File: config.mk
export PLATFORM = sky130hd
export DESIGN_NAME = vp_cfg_ctrl
export DESIGN_NICKNAME = d
export VERILOG_FILES = /design/src/rtl/vp_cfg_pkg.sv /design/src/rtl/vp_div_serial.sv /design/src/rtl/vp_cfg_ctrl.sv
export SDC_FILE = /design/constraint.sdc
export NUM_CORES = 1
export LEC_CHECK = 0
export BUFFER_PORTS_ARGS = -buffer_cell sky130_fd_sc_hd__clkbuf_2
export CAP_MARGIN = 0
export CELL_PAD_IN_SITES_DETAIL_PLACEMENT = 1
export CELL_PAD_IN_SITES_GLOBAL_PLACEMENT = 1
export CORE_MARGIN = 2
export CORE_UTILIZATION = 24
export DETAILED_ROUTE_END_ITERATION = 7
export GPL_TIMING_DRIVEN = 0
export PLACE_DENSITY = 0.55
export SLEW_MARGIN = 20
export SYNTH_ARGS = -nofsm -noshare
export SYNTH_HDL_FRONTEND = slang
export SYNTH_SLANG_ARGS = --single-unit
File: constraint.sdc
create_clock -name clk -period 5.3 [get_ports clk]
set_input_delay 0.265 -clock clk [delete_from_list [all_inputs] [get_ports clk]]
set_output_delay 0.265 -clock clk [all_outputs]
set_load 0.02 [all_outputs]
File: src/rtl/vp_cfg_pkg.sv
// Shared constants and types for the video-process configuration controller.
package vp_cfg_pkg;

    localparam int unsigned CFG_W     = 12;
    localparam int unsigned SCALE_W   = 18;
    localparam int unsigned DIV_STEPS = 26;
    localparam int unsigned DVD_W     = 26;

    localparam logic [2:0] ADDR_START  = 3'd0;
    localparam logic [2:0] ADDR_END    = 3'd1;
    localparam logic [2:0] ADDR_OUTRES = 3'd2;
    localparam logic [2:0] ADDR_CTRL   = 3'd3;
    localparam logic [2:0] ADDR_STATUS = 3'd4;

    localparam logic [2:0] ST_IDLE   = 3'd0;
    localparam logic [2:0] ST_CHECK  = 3'd1;
    localparam logic [2:0] ST_DIVX   = 3'd2;
    localparam logic [2:0] ST_DIVY   = 3'd3;
    localparam logic [2:0] ST_PEND   = 3'd4;
    localparam logic [2:0] ST_COMMIT = 3'd5;

    typedef struct packed {
        logic [CFG_W-1:0] sx;
        logic [CFG_W-1:0] sy;
        logic [CFG_W-1:0] ex;
        logic [CFG_W-1:0] ey;
        logic [CFG_W-1:0] oxr;
        logic [CFG_W-1:0] oyr;
        logic [1:0]       mode;
        logic             sen;
    } cfg_t;

    localparam cfg_t CFG_RST = '{
        sx: 12'd0, sy: 12'd0, ex: 12'd1280, ey: 12'd720,
        oxr: 12'd1279, oyr: 12'd719, mode: 2'b01, sen: 1'b1
    };

    localparam logic [SCALE_W-1:0] SCALE_RST = 18'h04000;

    function automatic logic [31:0] pack_xy(input logic [CFG_W-1:0] x, input logic [CFG_W-1:0] y);
        return {4'd0, y, 4'd0, x};
    endfunction

endpackage

File: src/rtl/vp_div_serial.sv
// Restoring serial divider: one quotient bit per cycle, DIV_STEPS cycles per divide.
module vp_div_serial
    import vp_cfg_pkg::*;
(
    input  logic                   clk,
    input  logic                   rst_n,
    input  logic                   start,
    input  logic [DVD_W-1:0]       dividend,
    input  logic [CFG_W-1:0]       divisor_m1,
    output logic                   done,
    output logic [SCALE_W-1:0]     quotient
);

    logic [DVD_W-1:0] aq;
    logic [CFG_W:0]   dvs;
    logic [CFG_W:0]   rem;
    logic [CFG_W+1:0] rem_sh;
    logic [CFG_W+1:0] diff;
    logic [CFG_W:0]   rem_nx;
    logic             qbit;
    logic [4:0]       cnt;
    logic             run;

    // done/quotient reflect the step being taken this cycle, so the caller
    // can capture the result and restart on the same edge.
    always_comb begin
        rem_sh   = {rem, aq[DVD_W-1]};
        diff     = rem_sh - {1'b0, dvs};
        qbit     = (rem_sh >= {1'b0, dvs});
        rem_nx   = qbit ? (CFG_W+1)'(diff) : (CFG_W+1)'(rem_sh);
        done     = run && (cnt == 5'(DIV_STEPS - 1));
        quotient = {aq[SCALE_W-2:0], qbit};
    end

    always_ff @(posedge clk or negedge rst_n) begin
        if (!rst_n) begin
            aq  <= '0;
            dvs <= '0;
            rem <= '0;
            cnt <= '0;
            run <= 1'b0;
        end else if (start) begin
            aq  <= dividend;
            dvs <= {1'b0, divisor_m1} + (CFG_W+1)'(1);
            rem <= '0;
            cnt <= '0;
            run <= 1'b1;
        end else if (run) begin
            aq  <= {aq[DVD_W-2:0], qbit};
            rem <= rem_nx;
            cnt <= cnt + 5'd1;
            if (done) run <= 1'b0;
        end
    end

endmodule

File: src/rtl/vp_cfg_ctrl.sv
// Frame-synchronous configuration controller: staging registers, geometry check,
// scale computation and vsync-aligned atomic commit of crop/filter/scaler settings.
module vp_cfg_ctrl
    import vp_cfg_pkg::*;
#(
    parameter int unsigned H_DISP     = 1280,
    parameter int unsigned V_DISP     = 720,
    parameter int unsigned RES_W      = 12,
    parameter int unsigned SCALE_FRAC = 14
) (
    input  logic               clk,
    input  logic               rst_n,
    input  logic               wr_en,
    input  logic [2:0]         addr,
    input  logic [31:0]        wr_data,
    output logic [31:0]        rd_data,
    input  logic               vs_i,
    output logic [RES_W-1:0]   start_x,
    output logic [RES_W-1:0]   start_y,
    output logic [RES_W-1:0]   end_x,
    output logic [RES_W-1:0]   end_y,
    output logic [RES_W-1:0]   out_x_res,
    output logic [RES_W-1:0]   out_y_res,
    output logic [SCALE_W-1:0] x_scale,
    output logic [SCALE_W-1:0] y_scale,
    output logic [1:0]         filter_mode,
    output logic               scaler_en,
    output logic               busy,
    output logic               pending,
    output logic               cfg_err,
    output logic               commit
);

    localparam logic [CFG_W:0] H_MAX = (CFG_W+1)'(H_DISP);
    localparam logic [CFG_W:0] V_MAX = (CFG_W+1)'(V_DISP);

    logic [2:0]         state;
    cfg_t               stg, stg_nx, snap, act;
    logic [SCALE_W-1:0] res_xs, res_ys, act_xs, act_ys;
    logic               vs_q, vs_rise, apply, accept, geom_bad;
    logic [CFG_W-1:0]   in_w, in_h;
    logic [CFG_W+4:0]   lim_w, lim_h;
    logic               div_start, div_done;
    logic [DVD_W-1:0]   div_dvd;
    logic [CFG_W-1:0]   div_dsr;
    logic [SCALE_W-1:0] div_q;
    logic               unused_wr_bits;

    assign unused_wr_bits = ^{wr_data[30:28], wr_data[15:12]};

    always_comb begin
        stg_nx = stg;
        if (wr_en) begin
            case (addr)
                ADDR_START:  begin stg_nx.sx  = wr_data[11:0]; stg_nx.sy  = wr_data[27:16]; end
                ADDR_END:    begin stg_nx.ex  = wr_data[11:0]; stg_nx.ey  = wr_data[27:16]; end
                ADDR_OUTRES: begin stg_nx.oxr = wr_data[11:0]; stg_nx.oyr = wr_data[27:16]; end
                ADDR_CTRL:   begin stg_nx.mode = wr_data[1:0]; stg_nx.sen = wr_data[2]; end
                default: ;
            endcase
        end
    end

    always_comb begin
        apply   = wr_en && (addr == ADDR_CTRL) && wr_data[31];
        accept  = apply && ((state == ST_IDLE) || (state == ST_PEND) || (state == ST_COMMIT));
        vs_rise = vs_i && !vs_q;
        busy    = (state == ST_CHECK) || (state == ST_DIVX) || (state == ST_DIVY);
        pending = (state == ST_PEND);
        commit  = (state == ST_COMMIT);
    end

    // The width/height ratio limit keeps every quotient below 16.0 in Q4.14.
    always_comb begin
        in_w     = snap.ex - snap.sx;
        in_h     = snap.ey - snap.sy;
        lim_w    = ({5'd0, snap.oxr} + (CFG_W+5)'(1)) << 4;
        lim_h    = ({5'd0, snap.oyr} + (CFG_W+5)'(1)) << 4;
        geom_bad = (snap.ex <= snap.sx) || (snap.ey <= snap.sy)
                || ({1'b0, snap.ex} > H_MAX) || ({1'b0, snap.ey} > V_MAX)
                || ({5'd0, in_w} >= lim_w) || ({5'd0, in_h} >= lim_h);
        div_start = ((state == ST_CHECK) && !geom_bad) || ((state == ST_DIVX) && div_done);
        div_dvd   = (state == ST_CHECK) ? (DVD_W'(in_w) << SCALE_FRAC) : (DVD_W'(in_h) << SCALE_FRAC);
        div_dsr   = (state == ST_CHECK) ? snap.oxr : snap.oyr;
    end

    vp_div_serial u_div (
        .clk        (clk),
        .rst_n      (rst_n),
        .start      (div_start),
        .dividend   (div_dvd),
        .divisor_m1 (div_dsr),
        .done       (div_done),
        .quotient   (div_q)
    );

    always_ff @(posedge clk or negedge rst_n) begin
        if (!rst_n) begin
            state   <= ST_IDLE;
            stg     <= CFG_RST;
            snap    <= CFG_RST;
            act     <= CFG_RST;
            res_xs  <= SCALE_RST;
            res_ys  <= SCALE_RST;
            act_xs  <= SCALE_RST;
            act_ys  <= SCALE_RST;
            cfg_err <= 1'b0;
            vs_q    <= 1'b0;
        end else begin
            vs_q <= vs_i;
            stg  <= stg_nx;
            case (state)
                ST_IDLE, ST_COMMIT, ST_PEND: begin
                    if (accept) begin
                        snap    <= stg_nx;
                        cfg_err <= 1'b0;
                        state   <= ST_CHECK;
                    end else if ((state == ST_PEND) && vs_rise) begin
                        act    <= snap;
                        act_xs <= res_xs;
                        act_ys <= res_ys;
                        state  <= ST_COMMIT;
                    end else if (state == ST_COMMIT) begin
                        state <= ST_IDLE;
                    end
                end
                ST_CHECK: begin
                    if (geom_bad) begin
                        cfg_err <= 1'b1;
                        state   <= ST_IDLE;
                    end else begin
                        state <= ST_DIVX;
                    end
                end
                ST_DIVX: if (div_done) begin res_xs <= div_q; state <= ST_DIVY; end
                ST_DIVY: if (div_done) begin res_ys <= div_q; state <= ST_PEND; end
                default: state <= ST_IDLE;
            endcase
        end
    end

    always_comb begin
        start_x     = act.sx;
        start_y     = act.sy;
        end_x       = act.ex;
        end_y       = act.ey;
        out_x_res   = act.oxr;
        out_y_res   = act.oyr;
        x_scale     = act_xs;
        y_scale     = act_ys;
        filter_mode = act.mode;
        scaler_en   = act.sen;
        case (addr)
            ADDR_START:  rd_data = pack_xy(stg.sx, stg.sy);
            ADDR_END:    rd_data = pack_xy(stg.ex, stg.ey);
            ADDR_OUTRES: rd_data = pack_xy(stg.oxr, stg.oyr);
            ADDR_CTRL:   rd_data = {29'd0, stg.sen, stg.mode};
            ADDR_STATUS: rd_data = {29'd0, cfg_err, pending, busy};
            default:     rd_data = '0;
        endcase
    end

endmodule
==> results of run 1 <==
-- stage by stage --
| stage | instances | setup TNS [ps] | cell area [um^2] | utilization [%] |
|---|---|---|---|---|
| after floorplan | 1523 | 0 | 17700 | - |
| after global placement | 2651 | -1357910 | 19740 | 27.06 |
| after detailed placement | 2655 | 0 | 19860 | 27.22 |
| after CTS | 2761 | 0 | 21580 | 29.58 |
| after global routing | 2761 | 0 | 21590 | 29.60 |
| final | 2761 | 0 | 21590 | 29.60 |
-- where the power goes --
part	switching [uW]	internal [uW]	total (uW)
clock	1240	1790	3040
sequential	428	3200	3630
combinational	2280	1660	3940
total	3950	6650	10600
-- worst max-delay path, cell delays in order, from the launching register on --
cell and delay (ps):
dfrtp_1 460, ha_1 340, nor2b_1 150, o31a_2 320, o41ai_2 270, o21ai_0 240, o41ai_2 330, xnor2_1 200
ha_1 260, a2111oi_0 400, o21ai_0 160, o22ai_1 170, o41ai_2 110, a221oi_2 340, o2111a_1 340, or2_4 180
buf_6 180, mux2_4 310
-- area by class of cell --
cell class              instances  area, um^2  area share, %
multi-input cells            1011        7925          36.70
plain buffers                  89       447.9          2.074
clock buffers                  58        1234          5.713
clock inverters                23       232.7          1.078
flip-flops and latches        360        9104          42.16
inverters                      63       236.5          1.095
well taps                     959        1200          5.557
repair buffers                198        1215          5.626
-- cells in the mapped netlist (all sizes together) (8+ instances only) --
cell / instances
dfrtp: 284
mux2: 255
nor2: 119
nand2: 113
o21ai: 77
dfstp: 76
mux2i: 76
inv: 62
ha: 58
a21oi: 55
buf: 52
clkbuf: 37
xnor2: 32
nand3: 26
xor2: 21
nor3: 15
a211oi: 14
nand4: 14
a21o: 12
o21a: 11
and3: 10
o22ai: 10
nor2b: 9
nor4: 8
-- sequential cells by signal (all words and copies together) (netlist names), 2 cells and up --
name,count
snap,75
u_div.dvs,13
x_scale,18
state,3
u_div.aq,26
out_y_res,12
u_div.rem,13
end_y,12
stg,75
start_x,12
res_xs,18
start_y,12
u_div.cnt,5
filter_mode,2
end_x,12
res_ys,18
out_x_res,12
y_scale,18
-- repair_timing --
| item | CTS | global route |
|---|---|---|
| resized for setup | 0 | 2 |
| hold buffers | 25 | 0 |
| endpoints found under the setup margin | 0 | 56 |
| hold endpoints to repair | 144 | 0 |
-- logic make-up (layout without fill, tap and decap cells) --
group	count (synthesis)	after routing	share of synthesized area [%]
xor+xnor	53	53	2.627
mux	332	332	20.73
flops	360	360	51.52
compound gates	219	219	8.122
simple gates	338	338	8.674
fa+ha+maj	61	61	4.447
other cells	1	8	0.02122
buf+inv	152	431	3.866
-- worst max-delay path by stage --
stage                    startpoint                         to  slack, ps
6_report       snap[28]$_DFFE_PN0P_  u_div.dvs[12]$_DFFE_PN0P_        400
5_1_grt        snap[52]$_DFFE_PN0P_   u_div.dvs[9]$_DFFE_PN0P_         10
4_1_cts        snap[28]$_DFFE_PN0P_  u_div.dvs[12]$_DFFE_PN0P_        210
3_5_place_dp   snap[28]$_DFFE_PN0P_  u_div.dvs[12]$_DFFE_PN0P_        230
3_3_place_gp                  rst_n     start_x[3]$_DFFE_PN0P_      -4400
2_1_floorplan  snap[52]$_DFFE_PN0P_   u_div.dvs[0]$_DFFE_PN0P_       1250
-- metal layers --
layer / track usage [%] / vias to the layer above
li1: - / 5812
met1: 20.49 / 6557
met2: 25.71 / 243
met3: 2.662 / 81
met4: 4.794 / 0
met5: 0 / -
==> flow_summary.rst, run 1 <==
.. list-table::
   :header-rows: 1

   * - Metric
     - Value
   * - Run status
     - finished clean
   * - Total leakage power
     - between 0.01 and 0.015 uW
   * - Die area
     - between 0.07 and 0.08 mm^2
   * - Register-to-Register Path Depth
     - 17
   * - Antenna cell count
     - 0
   * - GPL Wtd Cong
     - 0.8400
   * - Cell at the root of the clock tree
     - clkbuf_16
   * - Number of warnings issued by yosys
     - 0
   * - I/O pin total
     - 186
   * - Total detailed-routing wirelength
     - 58260 um
   * - Class of the most critical hold timing path
     - input pin to flip-flop
   * - Vias per inst
     - 4.597
   * - Number of antenna violations at the first check in global routing
     - 0
   * - Max-cap check violation count
     - 0
   * - Die X-Extent
     - 275.3 um
   * - Total setup violations reported at the end of the flow
     - 0
   * - Most common cell after layout, fill and taps aside
     - dfrtp_1
   * - Initial cell density of the core
     - 24.22%
   * - Worst max-slew margin expressed relative to the limit
     - between 20% and 30%
   * - Seq/Total Area, Yosys
     - 51.52%
   * - Worst setup EP type
     - flip-flop
   * - Top Metal Used
     - met4
   * - Floorplan die height
     - between 200 and 300 um
   * - Commonest cells after routing, fill and taps aside
     - dfrtp_1 (284), mux2_2 (253), clkbuf_2 (169)
   * - Largest clock skew in the final design
     - 27.35 ps
   * - Pin count of the biggest net entering global routing
     - 91
   * - Proportion of netlist area held by the largest area contributor
     - 40.22%
   * - Crit share post-route
     - 92.38%
   * - Number of clock sinks seen by CTS
     - 360
   * - Share of cells above drive strength 1
     - between 30% and 40%
   * - Core region area
     - 0.07296 mm^2
   * - Worst Setup Path Type
     - flip-flop to flip-flop
   * - Via count of the first global-routing pass
     - 13730
   * - Mapped Avg Cell Area
     - 11.66 um^2
   * - Clock latency of the later-clocked register in the worst-skew pair
     - 590 ps
   * - Number of nets in the final layout
     - 1867
   * - Maximum fanout along the worst path
     - 10
   * - Largest area contributor in the synthesized netlist
     - dfrtp_1
   * - Buffers on Ports
     - 169
   * - R2r startpoint
     - snap[28]$_DFFE_PN0P_
   * - ANT nets after route
     - 0
   * - Wire length of the first global-routing pass
     - 88330 um
   * - Cell area power density
     - 490.9 mW/mm^2
   * - Final Power
     - roughly 11000 uW
   * - Post CTS Setup Buffer Count
     - 0
   * - Synth-to-Final Area Change
     - 22.21%
   * - Number of rows created at floorplan
     - between 90 and 100
   * - GR Overflow Total
     - 0
   * - DR WL met2
     - 27750 um
   * - Startpoint of the lowest-slack hold path
     - wr_data[0]
   * - Post-synthesis sequential element count
     - 360
   * - Total via count in the routed design
     - 12690
   * - Clock slew at the register clock pins of the worst setup and hold paths
     - 60 ps
   * - Remaining routing DRC violations
     - 0
   * - Highest Clock Rate
     - between 200 and 250 MHz
   * - Sum of net half-perimeters after detailed placement
     - 43950 um
   * - Metal-1 WL
     - 26550 um
   * - Capturing point of the worst reg2reg path
     - u_div.dvs[12]$_DFFE_PN0P_
   * - Post-synthesis instance area
     - 0.01767 mm^2
   * - Final critical path time including I/O delays and setup
     - about 4900 ps
   * - Distinct cell type count of the synthesized netlist
     - 76
   * - Hold slack
     - 47.14 ps
   * - Clock tree from TritonCTS
     - done
   * - Maximum clock insertion buffer count
     - 3
   * - Instance count along the most critical hold path
     - 2
   * - Worst Max-Slew Pin Slew
     - 1095 ps
   * - Endpoint, Worst Hold
     - snap[1]$_DFFE_PN1P_
   * - R2r setup slk
     - roughly 400 ps
   * - Setup WS pre-CTS
     - 233.3 ps
   * - Layout fillers
     - 8080
   * - Count of H-tree levels built during CTS
     - 2
   * - Setup repair after global routing missed its margin
     - no
   * - Iteration-0 DRC Markers
     - 531
   * - Total count of hold-check failures in the final report
     - 0
   * - Routed length per instance
     - about 21 um
   * - Startpoint type of the worst setup path
     - flip-flop
   * - Max Transition Viols Final
     - 0
   * - Total clock buffers created by CTS
     - 44
   * - GR Util All Layers
     - 15.46%
   * - Data arrival time of the worst path
     - 5350 ps
   * - Cell count after synthesis
     - 1516
   * - Worst-case vdd ir drop
     - roughly 0.00027 V
   * - Dominant register cell in the synthesized netlist
     - dfrtp_1
   * - Smallest setup slack after layout
     - 403.9 ps
   * - Required time at the worst-slack endpoint
     - 5750 ps
   * - Drt first pass iters
     - 5
   * - Async set or reset register ratio after synthesis
     - 100.0%
   * - Synth area leaders
     - dfrtp_1 (40%), mux2_2 (16%), dfstp_2 (11%)
   * - DR WL met3
     - 2278 um
   * - Number of enable flip-flop cells after synthesis
     - 0
Power figures use the tool's default switching activity.
==> inputs of run 2 (changes only) <==
--- a/config.mk
+++ b/config.mk
@@ -9,7 +9,6 @@
 export CAP_MARGIN = 0
 export CELL_PAD_IN_SITES_DETAIL_PLACEMENT = 1
 export CELL_PAD_IN_SITES_GLOBAL_PLACEMENT = 1
-export CORE_MARGIN = 2
 export CORE_UTILIZATION = 24
 export DETAILED_ROUTE_END_ITERATION = 7
 export GPL_TIMING_DRIVEN = 0
==> flow_summary.rst, run 2 (synthesis results as in run 1) <==
.. list-table::
   :header-rows: 1

   * - Metric
     - Value
   * - Clock slew at the register clock pins of the worst setup and hold paths
     - 60 ps (about the same)
   * - Class of the most critical hold timing path
     - input pin to flip-flop
   * - Routed length per instance
     - 20.98 um (-0.56%)
   * - Count of H-tree levels built during CTS
     - 2 (unchanged)
   * - Worst max-slew margin expressed relative to the limit
     - 20.66% (-6.4 points)
   * - GR Util All Layers
     - 15.73% (+0.27 points)
   * - Total setup violations reported at the end of the flow
     - 0 (unchanged)
   * - Highest Clock Rate
     - 205.9 MHz (+0.82%)
   * - Switching power summed over all nets
     - 3969 uW (+0.47%)
   * - Iteration-0 DRC Markers
     - 562 (+5.8%)
   * - Hold slack
     - 31.13 ps (-16.01 ps)
   * - Commonest cells after routing, fill and taps aside
     - dfrtp_1 (284), mux2_2 (253), clkbuf_2 (169)
   * - Fraction of power spent switching nets
     - 36.38% (-0.88 points)
   * - Cell at the root of the clock tree
     - clkbuf_16
   * - Floorplan die height
     - 273.3 um (-0.73%)
   * - Clock latency of the later-clocked register in the worst-skew pair
     - 570 ps (-20 ps)
   * - Synth-to-Final Area Change
     - 22.80%
   * - Total clock buffers created by CTS
     - 44 (unchanged)
   * - Cell Count, Final, Fillers Out
     - 2757 (-0.14%)
   * - Data arrival time of the worst path
     - 5300 ps (-50 ps)
   * - Final Power
     - 10910 uW (+2.9%)
   * - Final critical path time including I/O delays and setup
     - 4856 ps (-39.94 ps)
   * - Power share of the sequential group
     - 33.2% (-1.0 points)
   * - Worst Max-Slew Pin Slew
     - 1190 ps (+95.55 ps)
   * - Via count of the first global-routing pass
     - 13850 (+0.82%)
   * - Fraction of power consumed by combinational cells
     - 36.1% (-1.0 points)
   * - Vias per inst
     - 4.581 (-0.34%)
   * - Initial cell density of the core
     - 24.22% (unchanged)
   * - Pin count of the biggest net entering global routing
     - 91 (unchanged)
   * - Total detailed-routing wirelength
     - 57850 um (-0.70%)
   * - Antenna cell count
     - 0 (unchanged)
   * - Cell area power density
     - 502.7 mW/mm^2 (+2.4%)
   * - Drt first pass iters
     - 5 (unchanged)
   * - Die X-Extent
     - 273.3 um (-0.73%)
   * - Count of placed standard cells including taps
     - 2655 (unchanged)
   * - Number of antenna violations at the first check in global routing
     - 0 (unchanged)
   * - ANT nets after route
     - 0 (unchanged)
   * - Maximum clock insertion buffer count
     - 3 (unchanged)
   * - Internal power of the cells
     - 6940 uW (+4.3%)
   * - Worst Setup Path Type
     - flip-flop to flip-flop
   * - Setup repair after global routing missed its margin
     - no
   * - Biggest regs
     - snap: 75 flops, stg: 75 flops, u_div.aq: 26 flops
   * - Share of total power in the clock network
     - 30.7% (+2.0 points)
   * - Max Transition Viols Final
     - 0 (unchanged)
   * - Post CTS Setup Buffer Count
     - 0 (unchanged)
   * - Largest clock skew in the final design
     - 18.19 ps (-9.162 ps)
   * - Buffers on Ports
     - 169 (unchanged)
   * - Number of nets in the final layout
     - 1862 (-0.27%)
   * - Startpoint type of the worst setup path
     - flip-flop
   * - Sum of net half-perimeters after detailed placement
     - 43630 um (-0.72%)
   * - Core utilization of the finished layout
     - 29.74% (+0.14 points)
   * - Total leakage power
     - 0.01010 uW (+0.51%)
   * - Die area
     - 0.07472 mm^2 (-1.4%)
   * - Total via count in the routed design
     - 12630 (-0.49%)
   * - Wire length of the first global-routing pass
     - 89380 um (+1.2%)
   * - I/O pin total
     - 186 (unchanged)
   * - Worst-case vdd ir drop
     - 0.0002898 V (+9.1%)
   * - Area after DPL
     - 0.01986 mm^2 (about the same)
   * - Run status
     - finished clean
   * - GR Overflow Total
     - 0 (unchanged)
   * - Remaining routing DRC violations
     - 0 (unchanged)
   * - Total count of hold-check failures in the final report
     - 0 (unchanged)
   * - Clock tree from TritonCTS
     - done
   * - Number of clock sinks seen by CTS
     - 360 (unchanged)
   * - Core region area
     - 0.07296 mm^2 (unchanged)
   * - Crit share post-route
     - 91.63% (-0.75 points)
   * - Worst setup EP type
     - flip-flop
   * - Required time at the worst-slack endpoint
     - 5740 ps (about the same)
   * - Most common cell after layout, fill and taps aside
     - dfrtp_1
   * - R2r setup slk
     - 440 ps (+40 ps)
   * - Number of rows created at floorplan
     - 99 (unchanged)
   * - Maximum fanout along the worst path
     - 10 (unchanged)
   * - Post-Layout Inst Area
     - 0.02170 mm^2 (+0.49%)
   * - Max-cap check violation count
     - 0 (unchanged)
   * - Share of cells above drive strength 1
     - 36.71% (+0.25 points)
   * - GPL Wtd Cong
     - 0.8233 (-2.0%)
-- run 2: cell types whose count changed in the layout (fill, tap and decap cells not counted), moves of 2 or more --
| cell | change |
|---|---|
| bufinv_16 | +5 |
| clkbuf_1 | -3 |
| clkbuf_16 | +2 |
| clkinv_2 | -2 |
| dlygate4sd3_1 | -5 |
-- run 2: power groups by stage --
stage	sequential [uW]	clock, uW	combinational, uW
after floorplan	3450	0	2840
after detailed placement	3670	0	3900
final	3620	3350	3940
after CTS	3620	3450	3940
after global placement	3660	0	3810
after global routing	3670	3550	4340
-- run 2: timing repair --
action	CTS	global route
hold buffers	20	0
hold endpoints to repair	195	0
endpoints found under the setup margin	0	58
gates resized for setup	0	2
-- run 2: final timing paths --
kind	end	cells past startpoint	startpoint
max in group asynchronous	snap[34]$_DFFE_PN1P_	5	rst_n
hold / removal	snap[0]$_DFFE_PN1P_	2	wr_data[2]
setup reg to reg	u_div.dvs[0]$_DFFE_PN0P_	17	snap[28]$_DFFE_PN0P_
hold reg to reg	res_xs[14]$_DFFE_PN1P_	2	res_xs[14]$_DFFE_PN1P_
min in group asynchronous	u_div.rem[7]$_DFFE_PN0P_	2	rst_n
setup / recovery	u_div.dvs[0]$_DFFE_PN0P_	17	snap[28]$_DFFE_PN0P_
-- run 2: worst max-delay path, cell delays in order (launching register included) --
cell and delay [ps]:
dfrtp_1 450, ha_1 340, nor2b_1 140, o31a_2 320
o41ai_2 280, o21ai_0 230, o41ai_2 320, xnor2_1 210
ha_1 260, a2111oi_0 360, o21ai_0 180, o22ai_1 180
o41ai_2 120, a221oi_2 330, o2111a_1 360, or2_4 180
buf_6 170, mux2_4 310
-- run 2: metal layers --
layer / share of wire [%] / vias to the layer above / GRT usage (%) / wire length [um]
li1: - / 5788 / - / -
met1: 46 / 6541 / 21.27 / 26800
met2: 48 / 245 / 26.28 / 27670
met3: 4.0 / 57 / 2.447 / 2320
met4: 1.8 / 0 / 3.558 / 1061
met5: 0 / - / 0 / 0
-- run 2: final cells by class --
| type | instances | area (um^2) |
|---|---|---|
| clock buffer | 57 | 1272 |
| multi-input combinational | 1011 | 7925 |
| tap | 959 | 1200 |
| fill | 8058 | 51260 |
| buffer | 89 | 446.7 |
| timing repair buffer | 193 | 1165 |
| inverter | 63 | 236.5 |
| sequential | 360 | 9104 |
| clock inverter | 25 | 350.3 |
-- run 2: per-stage QoR --
stage               setup slack (ps)  setup TNS (ps)
floorplan                       1245               0
global placement               -4393        -1355500
detailed placement             285.8               0
CTS                            229.8               0
global route                   27.89               0
finish                         443.8               0
==> inputs of run 3 (changes only) <==
--- a/config.mk
+++ b/config.mk
@@ -12,7 +12,7 @@
 export CORE_UTILIZATION = 24
 export DETAILED_ROUTE_END_ITERATION = 7
 export GPL_TIMING_DRIVEN = 0
-export PLACE_DENSITY = 0.55
+export PLACE_DENSITY_LB_ADDON = 0.1
 export SLEW_MARGIN = 20
 export SYNTH_ARGS = -nofsm -noshare
 export SYNTH_HDL_FRONTEND = slang
==> flow_summary.rst, run 3 (synthesis results as in run 1) <==
.. list-table::
   :header-rows: 1

   * - Metric
     - Value
   * - Core utilization of the finished layout
     - 29.70% (-0.038 points)
   * - Number of nets in the final layout
     - 1868 (+0.32%)
   * - Most common cell after layout, fill and taps aside
     - dfrtp_1
   * - Cell Count, Final, Fillers Out
     - 2763 (+0.22%)
   * - Setup WS pre-CTS
     - 93.99 ps (-191.8 ps)
   * - GR Overflow Total
     - 0 (unchanged)
   * - Sum of net half-perimeters after detailed placement
     - 45340 um (+3.9%)
   * - Remaining routing DRC violations
     - 0 (unchanged)
   * - Pin count of the biggest net entering global routing
     - 87 (-4.4%)
   * - Worst max-slew margin expressed relative to the limit
     - 26.06% (+5.4 points)
   * - Data arrival time of the worst path
     - 5410 ps (+110 ps)
   * - Total count of hold-check failures in the final report
     - 0 (unchanged)
   * - Die area
     - 0.07472 mm^2 (unchanged)
   * - Worst setup path start
     - snap[52]$_DFFE_PN0P_
   * - Startpoint of the lowest-slack hold path
     - wr_data[22]
   * - Cell area power density
     - 497.2 mW/mm^2 (-1.1%)
   * - Cell at the root of the clock tree
     - clkbuf_16
   * - Required time at the worst-slack endpoint
     - 5800 ps (+60 ps)
   * - Worst setup EP type
     - flip-flop
   * - Routed length per instance
     - 21.94 um (+4.6%)
   * - Total via count in the routed design
     - 12480 (-1.2%)
   * - Class of the most critical hold timing path
     - input pin to flip-flop
   * - Number of rows created at floorplan
     - 99 (unchanged)
   * - Initial cell density of the core
     - 24.22% (unchanged)
   * - Max Transition Viols Final
     - 0 (unchanged)
   * - Via count of the first global-routing pass
     - 13670 (-1.2%)
   * - Number of clock sinks seen by CTS
     - 360 (unchanged)
   * - Biggest regs
     - snap: 75 flops, stg: 75 flops, u_div.aq: 26 flops
   * - Run status
     - finished clean
   * - Total setup violations reported at the end of the flow
     - 0 (unchanged)
   * - Final Power
     - 10780 uW (-1.2%)
   * - Number of antenna violations at the first check in global routing
     - 1 (+1)
   * - Vias per inst
     - 4.518 (-1.4%)
   * - Final critical path time including I/O delays and setup
     - 4912 ps (+55.60 ps)
   * - Maximum fanout along the worst path
     - 10 (unchanged)
   * - Total detailed-routing wirelength
     - 60620 um (+4.8%)
   * - Antenna cell count
     - 0 (unchanged)
   * - Worst Setup Path Type
     - flip-flop to flip-flop
   * - R2r startpoint
     - snap[52]$_DFFE_PN0P_
   * - Setup repair after global routing missed its margin
     - no
   * - Total leakage power
     - 0.01009 uW (about the same)
   * - Maximum clock insertion buffer count
     - 3 (unchanged)
   * - Iteration-0 DRC Markers
     - 528 (-6.0%)
   * - Commonest cells after routing, fill and taps aside
     - dfrtp_1 (284), mux2_2 (253), clkbuf_2 (169)
   * - Clock latency of the later-clocked register in the worst-skew pair
     - 600 ps (+30 ps)
   * - Smallest setup slack after layout
     - 388.2 ps (-55.60 ps)
   * - Drt first pass iters
     - 4 (-1)
   * - Die X-Extent
     - 273.3 um (unchanged)
   * - R2r setup slk
     - 390 ps (-60 ps)
   * - Core region area
     - 0.07296 mm^2 (unchanged)
   * - Synth-to-Final Area Change
     - 22.64%
   * - Share of cells above drive strength 1
     - 36.42% (-0.29 points)
   * - Wire length of the first global-routing pass
     - 92470 um (+3.5%)
   * - Floorplan die height
     - 273.3 um (unchanged)
   * - GPL Wtd Cong
     - 0.7850 (-4.7%)
   * - Clock tree from TritonCTS
     - done
   * - Count of placed standard cells including taps
     - 2655 (unchanged)
   * - Largest clock skew in the final design
     - 21.04 ps (+2.853 ps)
   * - GR Util All Layers
     - 16.57% (+0.84 points)
   * - Total clock buffers created by CTS
     - 46 (+4.5%)
   * - Worst Max-Slew Pin Slew
     - 1109 ps (-80.97 ps)
   * - Highest Clock Rate
     - 203.6 MHz (-1.1%)
   * - Crit share post-route
     - 92.68% (+1.0 points)
   * - I/O pin total
     - 186 (unchanged)
   * - ANT nets after route
     - 0 (unchanged)
   * - Clock slew at the register clock pins of the worst setup and hold paths
     - 60 ps (about the same)
   * - Worst-case vdd ir drop
     - 0.0002453 V (-15%)
   * - Startpoint type of the worst setup path
     - flip-flop
   * - Max-cap check violation count
     - 0 (unchanged)
   * - Count of H-tree levels built during CTS
     - 2 (unchanged)
   * - Buffers on Ports
     - 169 (unchanged)
-- run 3: worst max-delay path, stage by stage, from the launching register on --
cell	delay, ps
dfrtp_1	420
inv_1	90
ha_1	300
nor2b_1	150
o31a_2	330
o41ai_2	340
o21ai_0	250
o41ai_2	280
xnor2_1	190
ha_1	260
a2111oi_0	410
o21ai_0	150
o22ai_1	170
o41ai_2	110
a221oi_2	330
o2111a_1	340
buf_2	270
buf_4	230
o21ai_0	100
o21ai_0	100
-- run 3: metal layers --
metal / vias to the layer above / track usage, % / wire length, um
met3: 65 / 2.228 / 1658
met1: 6418 / 22.77 / 28860
met5: - / 0 / 0
met2: 176 / 27.48 / 28900
li1: 5823 / - / -
met4: 0 / 3.822 / 1207
-- run 3: repair_timing --
item	CTS	global route
resized for setup	0	2
setup endpoints to repair	0	54
buffers inserted	0	0
hold buffers	24	0
endpoints found under the hold margin	93	0
-- run 3: path summary, 6_finish.rpt --
check	endpoint	cells after the start
max	u_div.dvs[8]$_DFFE_PN0P_	19
max reg2reg	u_div.dvs[8]$_DFFE_PN0P_	19
max in group asynchronous	snap[31]$_DFFE_PN1P_	4
min reg2reg	res_xs[14]$_DFFE_PN1P_	2
min	stg[57]$_DFF_PN0_	2
min in group asynchronous	u_div.dvs[11]$_DFFE_PN0P_	2
-- run 3: report_power, final --
group,internal [uW],switching (uW)
Combinational,1660,2300
Sequential,3200,416
Clock,1890,1310
-- run 3: cell type report --
class	count	area [um^2]
Fill cell	8107	51290
Sequential cell	360	9104
Multi-Input combinational cell	1011	7925
Clock buffer	71	1415
Timing Repair Buffer	197	1205
Tap cell	959	1200
Buffer	89	446.7
Inverter	63	236.5
Clock inverter	13	140.1
-- run 3: per-stage QoR --
step	hold slack, ps	instance area [um^2]	setup TNS (ps)
floorplan	-30.59	17700	0
global placement	453.1	19740	-1510750
detailed placement	266.7	19860	0
CTS	4.780	21660	0
global route	19.83	21670	0
finish	26.94	21670	0
